## config.mk

```make
export PLATFORM = sky130hd
export DESIGN_NAME = uart_tx_arb
export DESIGN_NICKNAME = d
export VERILOG_FILES = /design/src/rtl/uart_tx_arb.sv
export SDC_FILE = /design/constraint.sdc
export NUM_CORES = 1
export LEC_CHECK = 0
export CAP_MARGIN = 5
export CELL_PAD_IN_SITES_DETAIL_PLACEMENT = 1
export CELL_PAD_IN_SITES_GLOBAL_PLACEMENT = 2
export CORE_ASPECT_RATIO = 1.5
export CORE_MARGIN = 8
export CORE_UTILIZATION = 23
export CTS_CLUSTER_DIAMETER = 120
export CTS_CLUSTER_SIZE = 8
export DETAILED_ROUTE_END_ITERATION = 10
export PLACE_DENSITY = 0.89
export SYNTH_ARGS = -nofsm -noshare
export SYNTH_HDL_FRONTEND = slang
export SYNTH_SLANG_ARGS = --single-unit
export TNS_END_PERCENT = 1
```

## constraint.sdc

```tcl
create_clock -name i_clk -period 2.87 [get_ports i_clk]
set_input_delay 0.4305 -clock i_clk [delete_from_list [all_inputs] [get_ports i_clk]]
set_output_delay 0.4305 -clock i_clk [all_outputs]
set_load 0.05 [all_outputs]
```

## src/rtl/uart_tx_arb.sv

```systemverilog
// uart_tx_arb: round-robin arbiter giving NumReq byte streams packet-atomic
// access to one UART TX FIFO write port, with a mid-packet stall timeout.
//
// Ports:
//   i_clk, i_rst            clock, synchronous active-high reset
//   c_timeout               stall limit in cycles, 0 disables the timeout
//   i_req_valid/last/data   per-requester byte stream (byte n at [8n+7:8n])
//   o_req_ready             per-requester accept, only the owner may be high
//   i_fifo_full             TX FIFO full
//   o_fifo_write/wdata      TX FIFO write strobe and byte
//   o_busy                  a packet owns the port
//   o_grant_id              current owner, holds the last owner when idle
//   o_timeout               one-cycle pulse when a grant is revoked by timeout
module uart_tx_arb #(
  parameter int NumReq      = 4,
  parameter int TimeoutBits = 16
) (
  input  logic                       i_clk,
  input  logic                       i_rst,
  input  logic [TimeoutBits-1:0]     c_timeout,
  input  logic [NumReq-1:0]          i_req_valid,
  input  logic [NumReq-1:0]          i_req_last,
  input  logic [NumReq*8-1:0]        i_req_data,
  output logic [NumReq-1:0]          o_req_ready,
  input  logic                       i_fifo_full,
  output logic                       o_fifo_write,
  output logic [7:0]                 o_fifo_wdata,
  output logic                       o_busy,
  output logic [$clog2(NumReq)-1:0]  o_grant_id,
  output logic                       o_timeout
);

  localparam int IdW = $clog2(NumReq);
  localparam logic [TimeoutBits-1:0] CntMax = '1;
  localparam logic [TimeoutBits-1:0] CntOne = TimeoutBits'(1);

  typedef enum logic {
    IDLE  = 1'b0,
    GRANT = 1'b1
  } state_e;

  state_e                 state;
  logic [IdW-1:0]         rr_ptr;
  logic [TimeoutBits-1:0] stall_cnt;
  logic [TimeoutBits-1:0] stall_inc;
  logic                   cur_valid;
  logic                   cur_last;
  logic                   grant_ok;
  logic                   xfer;
  logic                   expire;
  logic                   pick_found;
  logic [IdW-1:0]         pick_id;
  logic [IdW-1:0]         next_ptr;

  // Index arithmetic modulo NumReq, which need not be a power of two.
  function automatic logic [IdW-1:0] wrap_add(
    input logic [IdW-1:0] base,
    input int             ofs
  );
    int s;
    s = int'(base) + ofs;
    if (s >= NumReq) s = s - NumReq;
    return IdW'(s);
  endfunction

  always_comb begin
    cur_valid = i_req_valid[o_grant_id];
    cur_last  = i_req_last[o_grant_id];
    grant_ok  = (state == GRANT) && !i_fifo_full && !i_rst;
    xfer      = grant_ok && cur_valid;

    o_req_ready = '0;
    if (grant_ok) o_req_ready[o_grant_id] = 1'b1;

    o_fifo_write = xfer;
    o_fifo_wdata = i_req_data[int'(o_grant_id)*8 +: 8];
    o_busy       = (state == GRANT);

    // Saturating increment so a long idle owner never wraps into a timeout.
    stall_inc = (stall_cnt == CntMax) ? stall_cnt : stall_cnt + CntOne;
    expire    = (c_timeout != '0) && (stall_inc >= c_timeout);
    next_ptr  = wrap_add(o_grant_id, 1);
  end

  // Scan downward so the lowest offset from rr_ptr is the one that sticks.
  always_comb begin
    pick_found = 1'b0;
    pick_id    = rr_ptr;
    for (int i = NumReq - 1; i >= 0; i--) begin
      if (i_req_valid[wrap_add(rr_ptr, i)]) begin
        pick_found = 1'b1;
        pick_id    = wrap_add(rr_ptr, i);
      end
    end
  end

  always_ff @(posedge i_clk) begin
    if (i_rst) begin
      state      <= IDLE;
      rr_ptr     <= '0;
      o_grant_id <= '0;
      stall_cnt  <= '0;
      o_timeout  <= 1'b0;
    end else begin
      o_timeout <= 1'b0;
      unique case (state)
        IDLE: begin
          if (pick_found) begin
            o_grant_id <= pick_id;
            stall_cnt  <= '0;
            state      <= GRANT;
          end
        end
        GRANT: begin
          if (xfer) begin
            stall_cnt <= '0;
            if (cur_last) begin
              state  <= IDLE;
              rr_ptr <= next_ptr;
            end
          end else if (!cur_valid) begin
            // FIFO-full cycles with valid high are not owner stalls.
            stall_cnt <= stall_inc;
            if (expire) begin
              o_timeout <= 1'b1;
              state     <= IDLE;
              rr_ptr    <= next_ptr;
            end
          end
        end
      endcase
    end
  end

endmodule

```

# --- Word level (Yosys, flattened, before mapping) ---
# Index checks and enable logic that the tools add are counted.
word_totals:
  ff_bits: 22
classes:
  addsub: 10
  n_lt_le_gt_ge: 12
  n_eq_ne: 5
  shift: 1
  mux: 44
  bitwise: 1
  reduce_logical: 13
op_table:
  columns: ["cell", "count"]
  rows:
  - ["16-bit two-way mux", 4]
  - ["16-bit case mux with 2 select lines", 1]
  - ["32-bit by 6-bit indexed part select with 8-bit output", 1]
  - ["2-bit two-way mux", 13]
  - ["1-bit two-way mux", 17]
  - ["16-bit by 1-bit adder with 16-bit output (second input constant)", 1]
  - ["16-bit equality test (second input constant)", 1]
  - ["16-bit greater-or-equal comparator", 1]
  - ["16-bit nonzero test", 1]
  - ["2-bit by 3-bit less-than comparator with 1-bit output (second input constant)", 5]
  - ["1-bit binary-select mux with 2-bit select", 6]
  - ["3-bit greater-or-equal comparator (second input constant)", 4]
  - ["2-bit by 1-bit subtractor with 2-bit output (second input constant)", 5]
  - ["2-bit by 1-bit adder with 3-bit output (second input constant)", 2]
  - ["2-bit by 2-bit adder with 3-bit output (second input constant)", 2]
  - ["1-bit logical AND", 5]
  - ["4-bit two-way mux", 1]
  - ["2-bit != test (second input constant)", 2]
  - ["2-bit AND reduction", 2]
  - ["4-bit AND reduction", 1]
  - ["4-bit OR reduction", 1]
  - ["2-bit by 3-bit greater-or-equal comparator with 1-bit output (second input constant)", 1]
  - ["3-bit != test (second input constant)", 1]
  - ["1-bit demux with 2-bit select", 1]
  - ["6 further kinds", 7]

# --- Depth between registers and ports, before layout ---
# Gate-level depths: netlist of run 1.
depth:
  depth_word: 11
  mapped_depth: 13
  ltp_nobuf: 13

# --- Worst setup path after synthesis of run 1 ---
# OpenSTA, ideal clock, no wires.
synth_timing:
  kind: "reg-to-reg"
  from: "register stall_cnt[0]"
  to: "register rr_ptr[0]"
  setup_time_ns: 0.121
  t_arrival_ns: 3.071
  t_required_ns: 2.749
  slack_ns: -0.322
  path_stages_with_launch: 12
  n_path_buf: 0
  synth_period_minus_slack_ns: 3.192
  path_cell_list: "dfxtp_1 > ha_1 > inv_1 > nor4_4 > nand3_4 > mux2_4 > ha_1 > a2111o_1 > o211ai_1 > o211ai_1 > a31oi_1 > mux2_2"
synth_via:
  elab_chain_cells: 6
  elab_cells_between_ends: 7
  cone_classes: "add/sub (1); order compare (1); eq/ne (1); mux (1); reduce/logical (3)"
synth_rtl:
  columns: ["element", "line", "rtl"]
  rows:
  - ["from (decl)", "44", "logic [TimeoutBits-1:0] stall_cnt;"]
  - ["from (signal assigned)", "123", "stall_cnt <= stall_inc;"]
  - ["16-bit by 1-bit adder with 16-bit output or 16-bit equality test (tied branches)", "80", "stall_inc = (stall_cnt == CntMax) ? stall_cnt : stall_cnt + CntOne;"]
  - ["16-bit two-way mux *", "80", null]
  - ["16-bit greater-or-equal comparator *", "81", "expire = (c_timeout != '0) && (stall_inc >= c_timeout);"]
  - ["1-bit logical AND *", "81", null]
  - ["2-bit nonzero test (no line) *", null, null]
  - ["4-bit AND reduction (no line) *", null, null]
  - ["to (signal assigned)", "119", "rr_ptr <= next_ptr;"]
  - ["to (signal assigned)", "127", "rr_ptr <= next_ptr;"]
  - ["to (decl)", "43", "logic [IdW-1:0] rr_ptr;"]
# Mark *: on every way between the ends. The rest lies on a longest branch, timed or not.
# A chain may end at the register's enable or synchronous reset.

# --- Final worst setup path of run 1 ---
# Ends and elaborated chain as after synthesis.

==> reports/results.ini, run 1 <==
[worst_setup_path]
cpPeakStageDelay_ns = 0.40
slowest_stage = a2111o_1
endpoint_kind = register
arrival_ns = 3.22
path_cells = ha_4 > inv_2 > nor4_4 > buf_4 > nand3_4 > mux2_4 > ha_4 > a2111o_1 > o211ai_1 > o211ai_1 > a31oi_1 > mux2_2
worstPathRequired_ns = 3.02
cp-start-kind = register
path_max_fanout = 5
critPathKind = reg2reg

[global_route]
grt_usage_pct = 13.77
grt_pass1_wl_um = 13860
antenna_found_initial = 0
grt_max_degree = 17
overflow = 0
grt_pass1_vias = 2917

[cts]
cts_sinks = 22
clk_latency_ns = 0.26
clkTransAtPathRegs_ns = 0.06
clockBufferDepth = 2
clockRootBuffer = clkbuf_16
cts_tree = built
numCtsBuffers = 3
cts_max_level = 1

[pwr]
pwr-share-seq_pct = 32.1
swShare_pct = 29.78
power_mw = 0.9829
irDropWorstVdd_mv = 0.1863
power.density_nw_per_um2 = 275.9
p_clk_share_pct = 34.4
pwr-share-comb_pct = 33.4
power_switching_mw = 0.2927
leakagePower_nw = 1.477
internal-power_mw = 0.6902

[synth]
synth_top_area_share_pct = 21.03
ys.flop_type = dfxtp_1
syn_area_um2 = 2095
ys_ff_latch = 22
yosys_warnings = 0
synth_top_area_cell = dfxtp_1
ys_seq_area_share_pct = 21.03
netlist_instances = 256
synth_edf_count = 0
async_flop_share_pct = 0
avgSynthCellArea_um2 = 8.182
synth_cell_type_count = 44
netlist_top_cells_area = dfxtp_1 (21%), ha_1 (13%), mux4_2 (11%)
synth.net_count = 336

[placement]
gp_congestion = 0.7824
dpl-instance-area_um2 = 3361
dp.cells = 479
io_buffers = 75
dp_hpwl_um = 7000
post-place-ws_ns = -0.2418

[detailed_routing]
drc_errors = 0
wl_per_cell_um = 17.13
via_count = 2467
route.met2.wl_um = 4418
firstDrtPassIters = 4
route.met3.wl_um = 632
post_drt_via_cell_ratio = 5.066
wl_um = 8342
drtAntennaViolNets = 0
first_iter_violations = 55
dr.max_layer_used = met4
routedLengthMet1_um = 2917

[flow_run]
drv_cap = 0

[finish]
fin_cells = 487
fin_nets = 458
diodes = 0
fin_area_um2 = 3562
area_growth_pct = 70.07
drive_gt1_share_pct = 25.20
num-fill-cells = 1049

[floorplan]
num_rows = 42
fp.dieW_um = 93.92
io_pins = 76
design.core.area_um2 = 8828
dieHeight_um = 132.9
dieArea_um2 = 12480
start_util_pct = 23.72

[timing]
skew_ns = 0.001654
setup_tns_ns = -0.4431
layout_setup_ws_ns = -0.1950
max_freq_mhz = 326.3
setup-violations-final = 4
rsz0062_at_grt = true
report.final.slew_viol_count = 0
max_slew_margin_pct = 44.95
min_period_over_period_pct = 106.8
worst_pin_slew_ns = 0.8189
hold_violations = 0
period_minus_slack_ns = 3.065

[status]
violations = negative setup slack
status = finished, violations left

[min_path]
hold_path_class = reg2reg

final cells by class:
type | count | area [um^2] | share of cell area (%)
multi-input combinational | 200 | 1604 | 45.03
clock buffer | 4 | 88.84 | 2.494
tap | 110 | 137.6 | 3.864
sequential | 22 | 450.4 | 12.64
inverter | 24 | 90.09 | 2.529
timing repair buffer | 127 | 1191 | 33.44
path summary, 6_finish.rpt:
| path | start | endpoint | slack, ns | cells past startpoint |
|---|---|---|---|---|
| max reg2reg | stall_cnt[0] | rr_ptr[0] | -0.20 | 12 |
| max | stall_cnt[0] | rr_ptr[0] | -0.20 | 12 |
| min | o_grant_id[1] | o_grant_id[1] | 0.52 | 2 |
| min reg2reg | o_grant_id[1] | o_grant_id[1] | 0.52 | 2 |
what timing repair did:
action                                  4_1_cts  5_1_grt
endpoints found under the setup margin        4        4
hold buffers                                  0        0
gates cloned                                  0        0
setup buffers                                 3        1
pin swaps                                    10       10
resized for setup                             9       10
per-stage QoR:
stage	util, %	hold WS [ns]
after floorplan	-	0.4835
after global placement	38.07	0.4903
after detailed placement	38.07	0.5176
after CTS	39.74	0.5305
after global routing	40.35	0.5325
final	40.35	0.5166
registers in the layout, summed over array words and instances, names as in the netlist:
register	cells
stall_cnt	16
o_grant_id	2
rr_ptr	2
o_busy	1
o_timeout	1
power groups by stage:
stage,clock network (mW),logic [mW],registers [mW]
2_1_floorplan,0,0.150,0.333
3_3_place_gp,0,0.314,0.321
3_5_place_dp,0,0.325,0.322
4_1_cts,0.345,0.330,0.316
5_1_grt,0.356,0.354,0.316
6_report,0.339,0.329,0.316
layer usage:
layer | global-route usage, % | vias up
met4 | 7.883 | 0
met3 | 4.473 | 21
li1 | - | 1178
met5 | 0 | -
met2 | 25.23 | 85
met1 | 12.73 | 1183
synth_stat cells, drive strengths merged, types with 5 or more instances:
library cell / count
a21oi: 24
inv: 24
dfxtp: 22
nand2: 22
ha: 21
nor2: 19
o21ai: 17
mux4: 10
xnor2: 9
nand3: 8
buf: 7
nand4: 7
nor4: 7
and2: 6
o31ai: 6
nor2b: 5
cell usage in the layout, fill, tap and decap left out, types with 4 or more instances in the layout:
master            n
buf_4            52
a31oi_1           4
dfxtp_1          18
xnor2_1           8
o31ai_1           6
nand2_1          22
nand2b_1          4
a22o_1            4
inv_1            23
nand4_1           6
a21oi_1          22
nor2b_1           5
o21ai_0          16
nand3_1           7
buf_12            5
mux4_2           10
nor4_1            4
nor2_1           17
and2_1            6
clkdlybuf4s50_1  70
ha_1             18
critical path: cells and delay by family, from the launching register on:
family                     cells  cell delay (ns)
and+or+nand+nor                2             0.40
DFF                            1             0.37
muxes                          2             0.71
buffers and inverters          2             0.22
AOI/OAI and AO/OA              4             0.89
adders and majority gates      2             0.36
cell families after synthesis:
group / Yosys count / synth area share, %
XOR/XNOR: 12 / 5.018
adder cells (fa/ha/maj): 21 / 12.54
AND/OR/NAND/NOR: 86 / 22.10
AO/OA/AOI/OAI: 67 / 19.77
flip-flops: 22 / 21.03
multiplexers: 14 / 13.02
buffers and inverters: 34 / 6.512
Note: power is estimated with default switching activity, not from simulation.
==> run 2, diff against run 1 <==
RECOVER_POWER = 50   (was unset)
==> reports/results.ini, run 2 (synthesis gave the netlist of run 1 again) <==
[worst_setup_path]
ff2ff_path_depth = 12  ; unchanged
endpoint_kind = register
critPathKind = reg2reg
path_depth = 12  ; unchanged
crit_buf_inv = 2  ; unchanged
path_cells = ha_4 > inv_2 > nor4_4 > buf_4 > nand3_4 > mux2_4 > ha_4 > a2111o_1 > o211ai_1 > o211ai_1 > a31oi_1 > mux2_2
path_max_fanout = 5  ; unchanged
slowest_stage = a2111o_1
critPathTopFamily = compound AO/OA/AOI/OAI gates
cpPeakStageDelay_ns = 0.40  ; about the same
arrival_ns = 3.22  ; about the same
worstPathRequired_ns = 3.02  ; about the same
cp-start-kind = register

[global_route]
grt_pass1_wl_um = 13860  ; unchanged
antenna_found_initial = 0  ; unchanged
grt_pass1_vias = 2917  ; unchanged
grt_max_degree = 17  ; unchanged
grt_usage_pct = 13.77  ; unchanged
overflow = 0  ; unchanged

[timing]
period_minus_slack_ns = 3.068  ; +0.003007 ns
layout_setup_ws_ns = -0.1980  ; -0.003007 ns
min_period_over_period_pct = 106.9  ; about the same
skew_ns = 0.001315  ; -0.0003384 ns
report.final.slew_viol_count = 0  ; unchanged
hold_violations = 0  ; unchanged
max_freq_mhz = 325.9  ; about the same
max_slew_margin_pct = 45.91  ; +0.95 points
setup-violations-final = 4  ; unchanged
worst_pin_slew_ns = 0.8047  ; -0.01420 ns
rsz0062_at_grt = true

[detailed_routing]
wl_per_cell_um = 17.08  ; -0.26%
firstDrtPassIters = 4  ; unchanged
drtAntennaViolNets = 0  ; unchanged
first_iter_violations = 53  ; -3.6%
post_drt_via_cell_ratio = 5.045  ; -0.41%
drc_errors = 0  ; unchanged
wl_um = 8320  ; -0.26%
via_count = 2457  ; -0.41%

[min_path]
hold_depth = 2  ; unchanged
hold_path_class = reg2reg

[pwr]
power_mw = 0.9800  ; -0.30%
leakagePower_nw = 1.477  ; unchanged
power.density_nw_per_um2 = 276.4  ; +0.16%
irDropWorstVdd_mv = 0.1864  ; about the same

[finish]
drive_gt1_share_pct = 24.93  ; -0.27 points
fin_util_pct = 40.16  ; -0.18 points
area_growth_pct = 69.30
reg.largest.list = stall_cnt: 16 flops, o_grant_id: 2 flops, rr_ptr: 2 flops
fin_cells = 487  ; unchanged
fin_nets = 458  ; unchanged
top_register = stall_cnt
fin_area_um2 = 3546  ; -0.46%
num-fill-cells = 1052  ; +0.29%
final_cell_mix = clkdlybuf4s50_1 (65), buf_4 (52), inv_1 (23)
diodes = 0  ; unchanged
largest_register_ffs = 16  ; unchanged
final_common_cell = clkdlybuf4s50_1

[status]
status = finished, violations left
violations = negative setup slack

[cts]
clkTransAtPathRegs_ns = 0.06  ; about the same
cts_sinks = 22  ; unchanged
cts_max_level = 1  ; unchanged
numCtsBuffers = 3  ; unchanged
clockBufferDepth = 2  ; unchanged
clockRootBuffer = clkbuf_16
holdBufCountCts = 0  ; unchanged
cts_tree = built
clk_latency_ns = 0.26  ; about the same

[floorplan]
design.core.area_um2 = 8828  ; unchanged
fp.dieW_um = 93.92  ; unchanged
io_pins = 76  ; unchanged
num_rows = 42  ; unchanged
dieArea_um2 = 12480  ; unchanged
dieHeight_um = 132.9  ; unchanged
start_util_pct = 23.72  ; unchanged

[placement]
post-place-ws_ns = -0.2418  ; unchanged
dp_hpwl_um = 7000  ; unchanged
gp_congestion = 0.7824  ; unchanged
io_buffers = 75  ; unchanged
dpl-instance-area_um2 = 3361  ; unchanged
dp.cells = 479  ; unchanged

[flow_run]
drv_cap = 0  ; unchanged

## run 2: changes by cell type in the layout (fill, tap and decap cells not counted)
| cell | before | now |
|---|---|---|
| and2_0 | 0 | 4 |
| and2_1 | 6 | 2 |
| buf_12 | 5 | 4 |
| clkbuf_1 | 0 | 1 |
| clkdlybuf4s50_1 | 70 | 65 |
| dlygate4sd3_1 | 0 | 5 |
| o21ai_0 | 16 | 17 |
| o21ai_1 | 1 | 0 |
## run 2: metal layers
layer / routed length, um / track usage (%) / vias up
met1: 2893 / 12.73 / 1177
met4: 374 / 7.883 / 0
li1: - / - / 1176
met2: 4424 / 25.23 / 83
met5: 0 / 0 / -
met3: 629 / 4.473 / 21
## run 2: stage by stage
stage | setup TNS [ns] | hold slack [ns]
2_1_floorplan | -0.1705 | 0.4835
3_3_place_gp | -0.3535 | 0.4903
3_5_place_dp | -0.5617 | 0.5176
4_1_cts | -0.3458 | 0.5305
5_1_grt | -1.091 | 0.5325
6_report | -0.4465 | 0.5173
## run 2: worst paths after layout
kind	startpoint	end	slack, ns
setup / recovery	stall_cnt[0]	rr_ptr[0]	-0.20
hold / removal	o_grant_id[1]	o_grant_id[1]	0.52
setup reg to reg	stall_cnt[0]	rr_ptr[0]	-0.20
hold reg to reg	o_grant_id[1]	o_grant_id[1]	0.52
## run 2: layout make-up
cell class / instances / area, um^2 / area share (%)
inverters: 24 / 90.09 / 2.541
flip-flops and latches: 22 / 450.4 / 12.70
multi-input cells: 200 / 1604 / 45.24
clock buffers: 4 / 88.84 / 2.505
well taps: 110 / 137.6 / 3.881
repair buffers: 127 / 1175 / 33.13
## run 2: worst reg2reg max path, cell delays in order, from the launching register on
cell      delay (ns)
dfxtp_4         0.37
ha_4            0.14
inv_2           0.05
nor4_4          0.28
buf_4           0.18
nand3_4         0.12
mux2_4          0.35
ha_4            0.22
a2111o_1        0.40
o211ai_1        0.09
o211ai_1        0.15
a31oi_1         0.25
mux2_2          0.36
## run 2: timing repair
action / in CTS / in global routing
gates resized for setup: 9 / 10
pin swaps: 10 / 10
setup buffers: 3 / 1
setup endpoints to repair: 4 / 4
endpoints found under the hold margin: 0 / 0
## run 2: where the power goes
part           switching (mW)  leakage (nW)  internal, mW
logic                   0.161          1.25         0.164
registers             0.00593         0.180         0.310
clock network           0.126        0.0442         0.213
==> run 3, diff against run 2 <==
GPL_TIMING_DRIVEN = 0   (was unset)
==> reports/results.ini, run 3 (synthesis gave the netlist of run 1 again) <==
[cts]
clkTransAtPathRegs_ns = 0.06  ; about the same
clockBufferDepth = 2  ; unchanged
cts_sinks = 22  ; unchanged
clk_latency_ns = 0.26  ; about the same
cts_max_level = 1  ; unchanged
numCtsBuffers = 3  ; unchanged
clockRootBuffer = clkbuf_16
cts_tree = built

[finish]
area_growth_pct = 59.62
final_common_cell = clkdlybuf4s50_1
top_register = stall_cnt
fin_nets = 433  ; -5.5%
largest_register_ffs = 16  ; unchanged
diodes = 0  ; unchanged
num-fill-cells = 1062  ; +0.95%
final_cell_mix = clkdlybuf4s50_1 (58), inv_1 (24), nand2_1 (22)
fin_area_um2 = 3343  ; -5.7%
reg.largest.list = stall_cnt: 16 flops, o_grant_id: 2 flops, rr_ptr: 2 flops
drive_gt1_share_pct = 19.89  ; -5.0 points

[timing]
hold_violations = 0  ; unchanged
worst_pin_slew_ns = 0.6751  ; -0.1296 ns
min_period_over_period_pct = 109.4  ; +2.5 points
max_slew_margin_pct = 54.83  ; +8.9 points
report.final.slew_viol_count = 0  ; unchanged
period_minus_slack_ns = 3.140  ; +0.07169 ns
layout_setup_ws_ns = -0.2697  ; -0.07169 ns
setup-violations-final = 4  ; unchanged
rsz0062_at_grt = true
skew_ns = 0.006575  ; +0.005260 ns
max_freq_mhz = 318.5  ; -2.3%

[worst_setup_path]
endpoint_kind = register
arrival_ns = 3.29  ; +0.07 ns
worstPathRequired_ns = 3.02  ; about the same
cp-startpoint = stall_cnt[7]
cpPeakStageDelay_ns = 0.42  ; +0.02 ns
critPathTopFamily = compound AO/OA/AOI/OAI gates
path_cells = nand4_1 > buf_4 > nor4_4 > buf_4 > nand3_4 > mux2_4 > ha_4 > a2111o_1 > o211ai_1 > o211ai_1 > a31oi_2 > mux2_4
cp-start-kind = register
path_max_fanout = 8  ; +3
critPathKind = reg2reg
crit_buf_inv = 2  ; unchanged
slowest_stage = a2111o_1
r2r_start = stall_cnt[7]

[floorplan]
fp.dieW_um = 93.92  ; unchanged
dieHeight_um = 132.9  ; unchanged
start_util_pct = 23.72  ; unchanged
num_rows = 42  ; unchanged
design.core.area_um2 = 8828  ; unchanged
dieArea_um2 = 12480  ; unchanged
io_pins = 76  ; unchanged

[flow_run]
drv_cap = 0  ; unchanged

[detailed_routing]
wl_um = 7911  ; -4.9%
firstDrtPassIters = 4  ; unchanged
via_count = 2362  ; -3.9%
post_drt_via_cell_ratio = 5.113  ; +1.3%
first_iter_violations = 63  ; +19%
wl_per_cell_um = 17.12  ; +0.23%
drc_errors = 0  ; unchanged
drtAntennaViolNets = 0  ; unchanged

[pwr]
leakagePower_nw = 1.372  ; -7.1%
power.density_nw_per_um2 = 284.6  ; +3.0%
irDropWorstVdd_mv = 0.2382  ; +28%

[status]
status = finished, violations left
violations = negative setup slack

[placement]
dpl-instance-area_um2 = 3009  ; -10%
post-place-ws_ns = -0.7060  ; -0.4642 ns
io_buffers = 75  ; unchanged
gp_congestion = 0.7551  ; -3.5%
dp_hpwl_um = 6198  ; -11%

[global_route]
antenna_found_initial = 0  ; unchanged
grt_pass1_vias = 2658  ; -8.9%
grt_pass1_wl_um = 12720  ; -8.2%
grt_max_degree = 13  ; -4
overflow = 0  ; unchanged
grt_usage_pct = 12.57  ; -1.2 points

[min_path]
worstHoldStart = stall_cnt[8]
hold_path_class = reg2reg

-- run 3: cell types whose count changed in the layout (fill, tap and decap cells not counted), moves of 6 or more --
cell             delta
dfxtp_2             +6
buf_4              -34
clkdlybuf4s50_1     -7
dlygate4sd2_1      +11
dfxtp_1             -7
-- run 3: where the power goes --
part	total, mW	switching, mW	internal [mW]	leakage, nW
clock	0.332	0.119	0.213	0.0442
combinational	0.301	0.155	0.145	1.14
sequential	0.318	0.00980	0.308	0.184
total	0.952	0.285	0.667	1.37
-- run 3: layer usage --
metal	up-vias	GRT usage, %	part of all wire [%]
met4	0	3.897	2.4
met2	85	23.24	53
met1	1137	12.35	36
li1	1128	-	-
met3	12	4.643	8.0
met5	-	0	0
-- run 3: path summary, 6_finish.rpt --
path,to,slack (ns),cells past startpoint
max,rr_ptr[0],-0.27,12
min,stall_cnt[8],0.50,1
max reg2reg,rr_ptr[0],-0.27,12
min reg2reg,stall_cnt[8],0.50,1
-- run 3: layout make-up --
cell class              instances  area (um^2)  area share [%]
flip-flops and latches         22        461.7           13.81
repair buffers                 93        865.8           25.90
plain buffers                   9        51.30           1.534
well taps                     110        137.6           4.117
inverters                      24        90.09           2.695
clock buffers                   4        88.84           2.657
multi-input cells             200         1648           49.29
-- run 3: worst reg2reg max path: cells and delay by family (launching register included) --
| family | cells | cell delay [ns] |
|---|---|---|
| AO/OA/AOI/OAI | 4 | 0.97 |
| multiplexers | 2 | 0.68 |
| AND/OR/NAND/NOR | 3 | 0.42 |
| flip-flops | 1 | 0.39 |
| buffers and inverters | 2 | 0.36 |
| adder cells (fa/ha/maj) | 1 | 0.22 |
-- run 3: repair_timing --
action / 4_1_cts / 5_1_grt
resized for setup: 40 / 8
pin swaps: 11 / 5
hold buffers: 0 / 0
setup endpoints to repair: 15 / 5
buffers inserted: 17 / 1
-- run 3: stage by stage --
| stage | cells | power (mW) | utilization, % | TNS (ns) | hold slack (ns) |
|---|---|---|---|---|---|
| global placement | 441 | 0.6253 | 34.08 | -1.955 | 0.5032 |
| floorplan | 256 | 0.4831 | - | -0.1705 | 0.4835 |
| detailed placement | 441 | 0.6341 | 34.08 | -2.612 | 0.5149 |
| global route | 462 | 0.9962 | 37.87 | -1.348 | 0.5045 |
| CTS | 461 | 0.9585 | 37.44 | -0.3888 | 0.4980 |
| finish | 462 | 0.9515 | 37.87 | -0.6553 | 0.4993 |
